==> src/rtl/counter_sched_pkg.sv <==
// Shared definitions for the counter scheduler.
//   CNT_W : default counter / run-length width
//   N_MAX : largest supported number of requesters
//   state_t : scheduler FSM states
package counter_sched_pkg;

    localparam int CNT_W = 8;
    localparam int N_MAX = 8;

    typedef enum logic [1:0] {
        IDLE = 2'd0,
        RUN  = 2'd1,
        DONE = 2'd2
    } state_t;

endpackage

==> src/rtl/rr_pick.sv <==
// Combinational round-robin picker.
// The request vector is rotated so that ptr_i becomes bit 0.
// The first set bit is found, and its position is rotated back to an absolute index.
// Ports:
//   req_i [N]     : request vector
//   ptr_i [IDX_W] : index with highest priority
//   gnt_o [N]     : one-hot winner, all-zero when no request is set
//   idx_o [IDX_W] : binary index of the winner (0 when no request is set)
//   any_o         : at least one request is set
module rr_pick #(
    parameter int N     = 4,
    parameter int IDX_W = 2
) (
    input  logic [N-1:0]     req_i,
    input  logic [IDX_W-1:0] ptr_i,
    output logic [N-1:0]     gnt_o,
    output logic [IDX_W-1:0] idx_o,
    output logic             any_o
);

    logic [N-1:0] rot;

    always_comb begin
        rot   = '0;
        idx_o = '0;
        any_o = |req_i;
        for (int j = 0; j < N; j++) begin
            rot[j] = req_i[(int'(ptr_i) + j) % N];
        end
        // Scan downwards so the lowest rotated position (closest to ptr) is the one kept.
        for (int k = N - 1; k >= 0; k--) begin
            if (rot[k]) begin
                idx_o = IDX_W'((int'(ptr_i) + k) % N);
            end
        end
        gnt_o = any_o ? (N'(1) << idx_o) : '0;
    end

endmodule

==> src/rtl/counter_scheduler.sv <==
// Shares one clear-then-increment counter among N requesters.
// A round-robin arbiter picks a requester and latches its run length.
// The counter runs from 0 up to that length, and then a one-cycle done pulse goes to the owner.
// Ports:
//   clk         : rising-edge clock
//   reset       : asynchronous active-low reset
//   req   [N]   : level-sensitive run requests
//   len   [N*W] : run length per requester, slice i = len[i*CNT_W +: CNT_W]
//   abort       : synchronous cancel of the current run
//   busy        : scheduler not idle
//   grant [N]   : one-hot counter owner
//   done  [N]   : one-hot completion pulse
//   count [W]   : current counter value
//
// state | meaning
// IDLE  | no owner, counter holds last value, arbitrate on any request
// RUN   | owner granted, counter increments until it equals the latched length
// DONE  | done pulse to owner for one cycle, grant still asserted
module counter_scheduler #(
    parameter int N     = 4,
    parameter int CNT_W = counter_sched_pkg::CNT_W
) (
    input  logic               clk,
    input  logic               reset,
    input  logic [N-1:0]       req,
    input  logic [N*CNT_W-1:0] len,
    input  logic               abort,
    output logic               busy,
    output logic [N-1:0]       grant,
    output logic [N-1:0]       done,
    output logic [CNT_W-1:0]   count
);

    import counter_sched_pkg::*;

    localparam int IDX_W = (N > 1) ? $clog2(N) : 1;
    localparam logic [IDX_W-1:0] LAST_IDX = IDX_W'(N - 1);

    state_t             state_q, state_d;
    logic [CNT_W-1:0]   count_q, count_d;
    logic [CNT_W-1:0]   len_q, len_d;
    logic [N-1:0]       grant_q, grant_d;
    logic [N-1:0]       done_q, done_d;
    logic [IDX_W-1:0]   own_q, own_d;
    logic [IDX_W-1:0]   ptr_q, ptr_d;
    logic               busy_q, busy_d;

    logic [N-1:0]       pick_gnt;
    logic [IDX_W-1:0]   pick_idx;
    logic               pick_any;
    logic [IDX_W-1:0]   own_next;

    rr_pick #(
        .N     (N),
        .IDX_W (IDX_W)
    ) u_rr_pick (
        .req_i (req),
        .ptr_i (ptr_q),
        .gnt_o (pick_gnt),
        .idx_o (pick_idx),
        .any_o (pick_any)
    );

    // Pointer moves past the finished or aborted owner, so that owner has the lowest priority next.
    assign own_next = (own_q == LAST_IDX) ? '0 : own_q + IDX_W'(1);

    always_comb begin
        state_d = state_q;
        count_d = count_q;
        len_d   = len_q;
        grant_d = grant_q;
        done_d  = '0;
        own_d   = own_q;
        ptr_d   = ptr_q;

        case (state_q)
            IDLE: begin
                if (pick_any) begin
                    state_d = RUN;
                    grant_d = pick_gnt;
                    own_d   = pick_idx;
                    len_d   = len[pick_idx*CNT_W +: CNT_W];
                    count_d = '0;
                end
            end
            RUN: begin
                if (abort) begin
                    state_d = IDLE;
                    grant_d = '0;
                    ptr_d   = own_next;
                end else if (count_q == len_q) begin
                    state_d = DONE;
                    done_d  = grant_q;
                end else begin
                    count_d = count_q + CNT_W'(1);
                end
            end
            DONE: begin
                // Abort here also returns to IDLE; the pulse is already on its final cycle.
                state_d = IDLE;
                grant_d = '0;
                ptr_d   = own_next;
            end
            default: begin
                state_d = IDLE;
                grant_d = '0;
            end
        endcase

        busy_d = (state_d != IDLE);
    end

    always_ff @(posedge clk or negedge reset) begin
        if (!reset) begin
            state_q <= IDLE;
            count_q <= '0;
            len_q   <= '0;
            grant_q <= '0;
            done_q  <= '0;
            own_q   <= '0;
            ptr_q   <= '0;
            busy_q  <= 1'b0;
        end else begin
            state_q <= state_d;
            count_q <= count_d;
            len_q   <= len_d;
            grant_q <= grant_d;
            done_q  <= done_d;
            own_q   <= own_d;
            ptr_q   <= ptr_d;
            busy_q  <= busy_d;
        end
    end

    assign busy  = busy_q;
    assign grant = grant_q;
    assign done  = done_q;
    assign count = count_q;

endmodule

==> config.mk <==
export PLATFORM = sky130hd
export DESIGN_NAME = counter_scheduler
export DESIGN_NICKNAME = d
export VERILOG_FILES = /design/src/rtl/counter_sched_pkg.sv /design/src/rtl/rr_pick.sv /design/src/rtl/counter_scheduler.sv
export SDC_FILE = /design/constraint.sdc
export NUM_CORES = 1
export LEC_CHECK = 0
export CELL_PAD_IN_SITES_DETAIL_PLACEMENT = 1
export CELL_PAD_IN_SITES_GLOBAL_PLACEMENT = 1
export CORE_MARGIN = 1.5
export CORE_UTILIZATION = 30
export DETAILED_ROUTE_END_ITERATION = 6
export PLACE_DENSITY = 0.76
export REMOVE_ABC_BUFFERS = 1
export SLEW_MARGIN = 20
export SYNTH_ARGS = -nofsm -noshare
export SYNTH_HDL_FRONTEND = slang
export SYNTH_SLANG_ARGS = --single-unit
==> constraint.sdc <==
create_clock -name clk -period 1.7 [get_ports clk]
set_input_delay 0.255 -clock clk [delete_from_list [all_inputs] [get_ports clk]]
set_output_delay 0.255 -clock clk [all_outputs]
set_load 0.05 [all_outputs]
-- After elaboration in Yosys (flattened, before gate mapping)
Cells that the tools add are included.
- add/subtract/negate cells: 5
- reductions and logical operators: 12
- eq/ne operators: 8
- muxes and demuxes: 32
- div/mod/pow operators: 0
- shift operators: 2
- $lt $le $gt $ge: 4
- bitwise logic cells: 3
- $mul: 0
- operators by type and width (kind ; number):
    $shiftx A32 B6 Y8 ; 1
    $mux W8 ; 3
    $mux W4 ; 5
    $mux W2 ; 9
    $pmux W8 S2 ; 1
    $lt A3 B4 Y1 const B ; 3
    $add A8 B1 Y8 const B ; 1
    $bmux W1 S2 ; 4
    $eq A8 B8 Y1 ; 1
    $ne A2 B2 Y1 const B ; 4
    $pmux W2 S2 ; 2
    $pmux W4 S2 ; 1
    $mux W1 ; 7
    $reduce_and A2 Y1 ; 3
    $reduce_bool A2 Y1 ; 3
    $reduce_or A2 Y1 ; 3
    $add A2 B1 Y2 const B ; 2
    $add A2 B2 Y2 const B ; 2
    $eq A2 B2 Y1 const B ; 2
    $reduce_and A4 Y1 ; 1
    $reduce_or A4 Y1 ; 1
    $shl A1 B2 Y4 const A ; 1
    $and A1 B1 Y1 const A ; 3
    $lt A2 B3 Y1 const B ; 1
    other kinds (2) ; 2
- memory bits (writable): 0
- memories kept: 0
- output and inout port bits: 17
- memory bits (read-only): 0
- latch bits: 0
- bits in registers: 31
- word-level logic and storage cells: 74

-- Logic depth before layout (Yosys ltp)
Gate-level depths: netlist (run 1).
- depth in word-level cells: 13
- gate-level depth with buffers: 7
- mapped depth without buffers: 5

-- By module
A second synthesis (run 1) with hierarchy kept.
- cells, all modules: 166
- area, all modules: 1835.5 um^2
- by module, submodules not included (module ; area an instance (um^2) ; cells each ; seq. area each (um^2) ; times used):
    counter_scheduler ; 1624.1 ; 133 ; 775.7 ; 1
    rr_pick ; 211.5 ; 33 ; 0.0 ; 1

-- Worst setup path before layout (run 1)
No wires, ideal clock.
- kind: flip-flop to flip-flop
- start: register count_q[0], in the netlist count[0]
- end: register count_q[3], in the netlist count[3]
- period minus slack after synthesis: 1.773 ns
- setup slack: -0.073 ns
- arrival time: 1.619 ns
- path buffers: 1
- cell stages (with the launch flop): 7
- data required time: 1.545 ns
- path through: dfrtp_1 > xnor2_1 > nand4_1 > nor2_1 > clkbuf_1 > nor3_1 > mux2i_1
- longest elaborated chain between the ends: 4
- ends and longest elaborated chain (what ; RTL line ; source):
    from (decl) ; counter_scheduler.sv:40 ; logic [CNT_W-1:0] count_q, count_d;
    from (signal assigned) ; counter_scheduler.sv:125 ; count_q <= count_d;
    $add A8 B1 Y8 ; counter_scheduler.sv:95 ; count_d = count_q + CNT_W'(1);
    $mux W8 ; counter_scheduler.sv:91 ; end else if (count_q == len_q) begin
    $mux W8 ; counter_scheduler.sv:87 ; if (abort) begin
    $pmux W8 S2 ; counter_scheduler.sv:76 ; case (state_q)
Several ways; a longest one is shown, not always the timed one. The select of a mux whose other input is x is not followed.
A chain may end at the register's enable or synchronous reset.

-- Worst setup path in the final report (run 1)
- start: register state_q[1]
- end: register count_q[5], in the netlist count[5]
- longest elaborated chain between the ends: 3
- ends and longest elaborated chain (what ; RTL line ; source):
    from (decl) ; counter_scheduler.sv:39 ; state_t state_q, state_d;
    from (signal assigned) ; counter_scheduler.sv:124 ; state_q <= state_d;
    $eq A2 B1 Y1 or $logic_not A2 Y1 (tied branches) ; counter_scheduler.sv:76 ;
    $ne A2 B2 Y1 (no source line) or $reduce_bool A2 Y1 (tied branches) ; n/a ;
    $reduce_and A4 Y1 (no source line) ; n/a ;
Several ways; a longest one is shown, not always the timed one.

==> impl_metrics.json, run 1 <==
{
  "status": "completed",
  "clockRootBuffer": "clkbuf_8",
  "ys_ff_latch": 31,
  "clock-sinks": 31,
  "vdd_drop_max_uv": 536,
  "core_area_um2": 5170,
  "areaGrowthSynthToFinish_pct": 57.9,
  "drtIter0Drc": 53,
  "finClkSkew_ps": 5.22,
  "internal_power_mw": 2.28,
  "clk_pin_slew_ps": 70,
  "start_util": 0.315,
  "period_minus_slack_ps": 1650,
  "synth_top_area_share": 0.476,
  "multi_input_area_um2": 843,
  "regArea_um2": 776,
  "critPathCaptureType": "register",
  "clock_path_buffers": 2,
  "synth_warnings": 0,
  "antenna_found_initial": 0,
  "timing.final.crit_share": 0.968,
  "p_leak_nw": 1.15,
  "p_seq_frac": 0.309,
  "synth_compound_area_frac": 0.124,
  "grt_pass1_vias": 1591,
  "regToRegStartpoint": "state_q[1]$_DFF_PN0_",
  "io_pins": 56,
  "startpoint_type": "register",
  "drt-total-wl_mm": 4.66,
  "crit_family": "simple AND/OR/NAND/NOR gates",
  "synth_xor_area_frac": 0.0484,
  "layout-drive-gt1-share": 0.260,
  "port_buffers": 55,
  "p_sw_frac": 0.399,
  "fin_setup_tns_ps": 0,
  "grt_max_degree": 32,
  "drv_cap": 0,
  "path_buf_inv": 0,
  "place_hpwl_mm": 3.45,
  "drcViolationCount": 0,
  "drtPass1Iterations": 4,
  "numCtsBuffers": 5,
  "nets": 282,
  "synthesis.area_um2": 1630,
  "layout_common_cells": "buf_4 (39), clkdlybuf4s50_1 (36), dfrtp_1 (31)",
  "slowest_delay_ps": 390,
  "routedWlPerCell_um": 14.9,
  "worst_r2r_endpoint": "count[5]$_DFFE_PN0P_",
  "grt_overflow": 0,
  "die_x_um": 76.7,
  "synthCells": 162,
  "cp.arrival_ps": 1880,
  "worstSetupPathType": "reg2reg",
  "die_y_um": 76.7,
  "place_congestion": 0.745,
  "drtAntennaViolNets": 0,
  "crit_required_ps": 1930,
  "yosys.area.top_type": "dfrtp_1",
  "rr_worst_depth": 4,
  "grt_pass1_wl_mm": 7.80,
  "ctsHoldBuffers": 0,
  "reg2reg_slack_ps": 50,
  "ys_seq_area_frac": 0.476,
  "clk_latency_ps": 290,
  "synthTopCellsByArea": "dfrtp_1 (48%), mux2i_1 (13%), nand2_1 (5.5%), o221ai_1 (4.3%), xnor2_1 (4.3%)",
  "synth_top_family_by_area": "simple AND/OR/NAND/NOR gates",
  "cp.depth": 4,
  "slew_headroom": 0.662,
  "power_per_cell_area_nw_per_um2": 1470,
  "grtUsageTotal": 0.171,
  "clkPwrFrac": 0.174,
  "tightestPinTransition_ps": 502,
  "cp_slowest_cell": "or3b_4",
  "max_freq_mhz": 607,
  "crit_fanout": 3,
  "synthMuxAreaShare": 0.136,
  "mostFrequentLayoutCell": "buf_4",
  "setup_viol": 0,
  "finalHoldViolCount": 0,
  "synth_cell_types": 33,
  "cts_tree": "built",
  "p_sw_mw": 1.51,
  "post-cts-setup-buffer-count": 0,
  "comb_power_share": 0.517,
  "slew_viol_final": 0,
  "synthSimpleGateAreaFrac": 0.161,
  "h-tree-depth": 2,
  "hold_path_class": "in2async",
  "die_area_um2": 5880,
  "cp_cell_sequence": "or3b_4 -> or3_1 -> or3_4 -> a21oi_2",
  "fillers": 593,
  "vias": 1533,
  "antennaDiodeCount": 0,
  "total_power_mw": 3.79,
  "rsz0062_at_grt": "yes",
  "via_per_inst": 4.91,
  "row_count": 26,
  "avgSynthCellArea_um2": 10.1,
  "synth_fa_ha_area_frac": 0.0154
}
layer usage:
layer	up-vias	part of all wire	global-route usage
met5	-	0	0
met3	7	0.043	0.0369
met1	753	0.43	0.209
met4	0	0.023	0.0963
li1	735	-	-
met2	38	0.50	0.277
synth_stat cells:
master / number
dfrtp_1: 31
nand2_1: 24
mux2i_1: 21
o21ai_0: 10
o221ai_1: 8
xnor2_1: 8
inv_1: 6
nor3_1: 6
and2_1: 4
nand4_1: 4
nor2_1: 4
a21oi_1: 3
clkbuf_1: 3
nand2b_1: 3
o31ai_1: 3
or3_1: 3
buf_2: 2
buf_4: 2
ha_1: 2
o211ai_1: 2
a211oi_1: 1
a21o_1: 1
buf_1: 1
mux2_2: 1
nand3_1: 1
nor2b_1: 1
nor3b_1: 1
nor4_1: 1
o22a_1: 1
o22ai_1: 1
or2_1: 1
or3b_1: 1
xor2_1: 1
layout make-up:
cell class / instances / area share
sequential: 31 / 0.302
timing repair buffer: 80 / 0.289
clock buffer: 8 / 0.0389
inverter: 6 / 0.00875
tap: 70 / 0.0340
multi-input combinational: 117 / 0.328
per-stage QoR:
| stage | util | worst slack [ps] | hold slack, ps | cells | instance area, um2 |
|---|---|---|---|---|---|
| floorplan | - | -139 | -40.6 | 154 | 1590 |
| global placement | 0.462 | -310 | 472 | 303 | 2390 |
| detailed placement | 0.462 | -366 | 490 | 303 | 2390 |
| CTS | 0.485 | 6.79 | 369 | 311 | 2510 |
| global route | 0.497 | -18.2 | 403 | 312 | 2570 |
| finish | 0.497 | 53.6 | 361 | 312 | 2570 |
flip-flops by register name (all words and copies together) (netlist names):
name	cells
count	8
len_q	8
done	4
grant	4
own_q	2
ptr_q	2
state_q	2
busy	1
worst reg2reg max path, stage by stage (launching register included):
cell     delay (ps)
dfrtp_1         380
or3b_4          390
or3_1           370
or3_4           340
a21oi_2         110
kinds of logic after synthesis:
family	Yosys count
simple gates	54
xor+xnor	9
compound gates	30
mux	22
buf+inv	14
fa+ha+maj	2
flops	31
worst max-delay path by stage:
| stage | slack (ps) | startpoint | to |
|---|---|---|---|
| after floorplan | -140 | ptr_q[1]$_DFFE_PN0P_ | len_q[1]$_DFFE_PN0P_ |
| after CTS | 7 | abort | count[6]$_DFFE_PN0P_ |
| after global routing | -20 | state_q[1]$_DFF_PN0_ | count[5]$_DFFE_PN0P_ |
| final | 50 | state_q[1]$_DFF_PN0_ | count[5]$_DFFE_PN0P_ |
| after global placement | -310 | abort | count[4]$_DFFE_PN0P_ |
| after detailed placement | -370 | abort | count[3]$_DFFE_PN0P_ |
power groups by stage:
stage                     registers [mW]  clock network, mW  logic, mW
after floorplan                     1.45                  0      0.775
after global placement              1.17                  0       1.82
after detailed placement            1.19                  0       1.85
after CTS                           1.17              0.676       1.88
after global routing                1.21              0.712       2.13
final                               1.17              0.660       1.96
what timing repair did:
item,in CTS,in global routing
pin swaps,2,1
gates cloned,0,1
setup endpoints to repair,4,12
resized for setup,5,10
(Power assumes the default switching activity.)
==> inputs of run 2 (changes only) <==
--- a/config.mk
+++ b/config.mk
@@ -10,6 +10,7 @@
 export CORE_MARGIN = 1.5
 export CORE_UTILIZATION = 30
 export DETAILED_ROUTE_END_ITERATION = 6
+export GPL_TIMING_DRIVEN = 0
 export PLACE_DENSITY = 0.76
 export REMOVE_ABC_BUFFERS = 1
 export SLEW_MARGIN = 20
==> run 2 against run 1 <==
  * The run now ends with negative setup slack left
  * Wire length is 0.56% higher
  * Worst setup slack got worse by 70 ps
  * Cell area shrank 1.6%
  * Utilization is 0.80 points lower
  * Via count shrank 2.7%
  * First-iteration DRC count rose by 13%
==> impl_metrics.json, run 2 (synthesis gave the netlist of run 1 again) <==
{
  "drtAntennaViolNets": 0,
  "slew_viol_final": 0,
  "rsz0062_at_grt": "yes",
  "hold_path_class": "in2async",
  "layout-drive-gt1-share": 0.170,
  "die_x_um": 76.7,
  "placed_cells": 279,
  "startpoint_type": "register",
  "drtIter0Drc": 60,
  "routedWlPerCell_um": 15.7,
  "placed_area_um2": 2220,
  "io_pins": 56,
  "worst_r2r_endpoint": "count[5]$_DFFE_PN0P_",
  "regToRegStartpoint": "state_q[1]$_DFF_PN0_",
  "final_util": 0.489,
  "slew_headroom": 0.540,
  "crit_fanout": 4,
  "finClkSkew_ps": 5.45,
  "grt_overflow": 0,
  "antennaDiodeCount": 0,
  "row_count": 26,
  "dp_worst_setup_slack_ps": -839,
  "max_freq_mhz": 583,
  "clockRootBuffer": "clkbuf_8",
  "reg2reg_slack_ps": -20,
  "layout_common_cells": "clkdlybuf4s50_1 (37), dfrtp_1 (29), nand2_1 (23)",
  "fin_cells": 299,
  "core_area_um2": 5170,
  "violations": "negative setup slack",
  "clk_pin_slew_ps": 70,
  "vdd_drop_max_uv": 636,
  "p_leak_nw": 1.14,
  "fin_area_um2": 2530,
  "areaGrowthSynthToFinish_pct": 55.4,
  "grt_pass1_vias": 1480,
  "nets": 269,
  "hold_slack_ps": 5.97,
  "total_power_mw": 3.79,
  "timing.final.crit_share": 1.01,
  "place_hpwl_mm": 2.95,
  "setup_viol": 5,
  "vias": 1491,
  "place_congestion": 0.817,
  "grt_pass1_wl_mm": 7.16,
  "crit_required_ps": 1910,
  "fin_setup_tns_ps": -34.7,
  "drtPass1Iterations": 4,
  "tightestPinTransition_ps": 690,
  "power_per_cell_area_nw_per_um2": 1500,
  "endpoint": "count[5]$_DFFE_PN0P_",
  "h-tree-depth": 2,
  "setup_slack_ps": -16.1,
  "drcViolationCount": 0,
  "critPathCaptureType": "register",
  "numCtsBuffers": 5,
  "period_minus_slack_ps": 1720,
  "drv_cap": 0,
  "mostFrequentLayoutCell": "clkdlybuf4s50_1",
  "drt-total-wl_mm": 4.69,
  "cp.arrival_ps": 1930,
  "start_util": 0.315,
  "grtUsageTotal": 0.152,
  "clock_path_buffers": 2,
  "cts_tree": "built",
  "status": "finished with violations",
  "crit_start": "state_q[1]$_DFF_PN0_",
  "finalHoldViolCount": 0,
  "antenna_found_initial": 0,
  "clock-sinks": 31,
  "die_y_um": 76.7,
  "clk_latency_ps": 290,
  "grt_max_degree": 32,
  "port_buffers": 55,
  "worstSetupPathType": "reg2reg",
  "via_per_inst": 4.99,
  "die_area_um2": 5880,
  "rr_worst_depth": 4
}
## run 2: cell types whose count changed in the layout (fill, tap and decap cells not counted), moves of 2 or more
| cell | previous run | this run |
|---|---|---|
| nand2_2 | 0 | 2 |
| buf_4 | 39 | 10 |
| dfrtp_2 | 0 | 2 |
| nor3_2 | 4 | 2 |
| dlygate4sd2_1 | 0 | 12 |
| dfrtp_1 | 31 | 29 |
| dlymetal6s2s_1 | 2 | 5 |
## run 2: cell type report
type	count	area, um2
fill	563	2640
multi-input combinational	118	887
sequential	31	778
timing repair buffer	66	638
tap	70	87.6
clock buffer	6	82.6
clock inverter	2	35.0
inverter	6	22.5
## run 2: worst min path at each step
| stage | startpoint | to | cells past startpoint |
|---|---|---|---|
| after floorplan | reset | busy$_DFF_PN0_ | 0 |
| after global placement | own_q[0]$_DFFE_PN0P_ | ptr_q[0]$_DFFE_PN0P_ | 1 |
| after detailed placement | reset | done[3]$_DFF_PN0_ | 1 |
| after CTS | reset | done[3]$_DFF_PN0_ | 1 |
| after global routing | reset | done[0]$_DFF_PN0_ | 1 |
| final | reset | done[3]$_DFF_PN0_ | 1 |
## run 2: metal layers
layer,part of all wire,GRT usage
met1,0.43,0.198
met2,0.52,0.250
met3,0.042,0.0369
met4,0.0077,0.0407
met5,0,0
## run 2: what timing repair did
action | 4_1_cts | 5_1_grt
gates cloned | 0 | 1
pin swaps | 3 | 3
endpoints found under the setup margin | 39 | 24
hold buffers | 0 | 0
buffers inserted | 7 | 4
gates resized for setup | 24 | 16
## run 2: report_power, final
group	internal, mW	switching [mW]	leakage (nW)
logic	0.787	1.05	0.683
registers	0.984	0.201	0.401
clock network	0.474	0.286	0.0612
total	2.24	1.54	1.14
## run 2: worst max-delay path, cell delays in order (launching register included)
cell     delay (ps)
dfrtp_1         390
or3b_4          400
or3_1           400
or3_1           330
a21oi_2         130
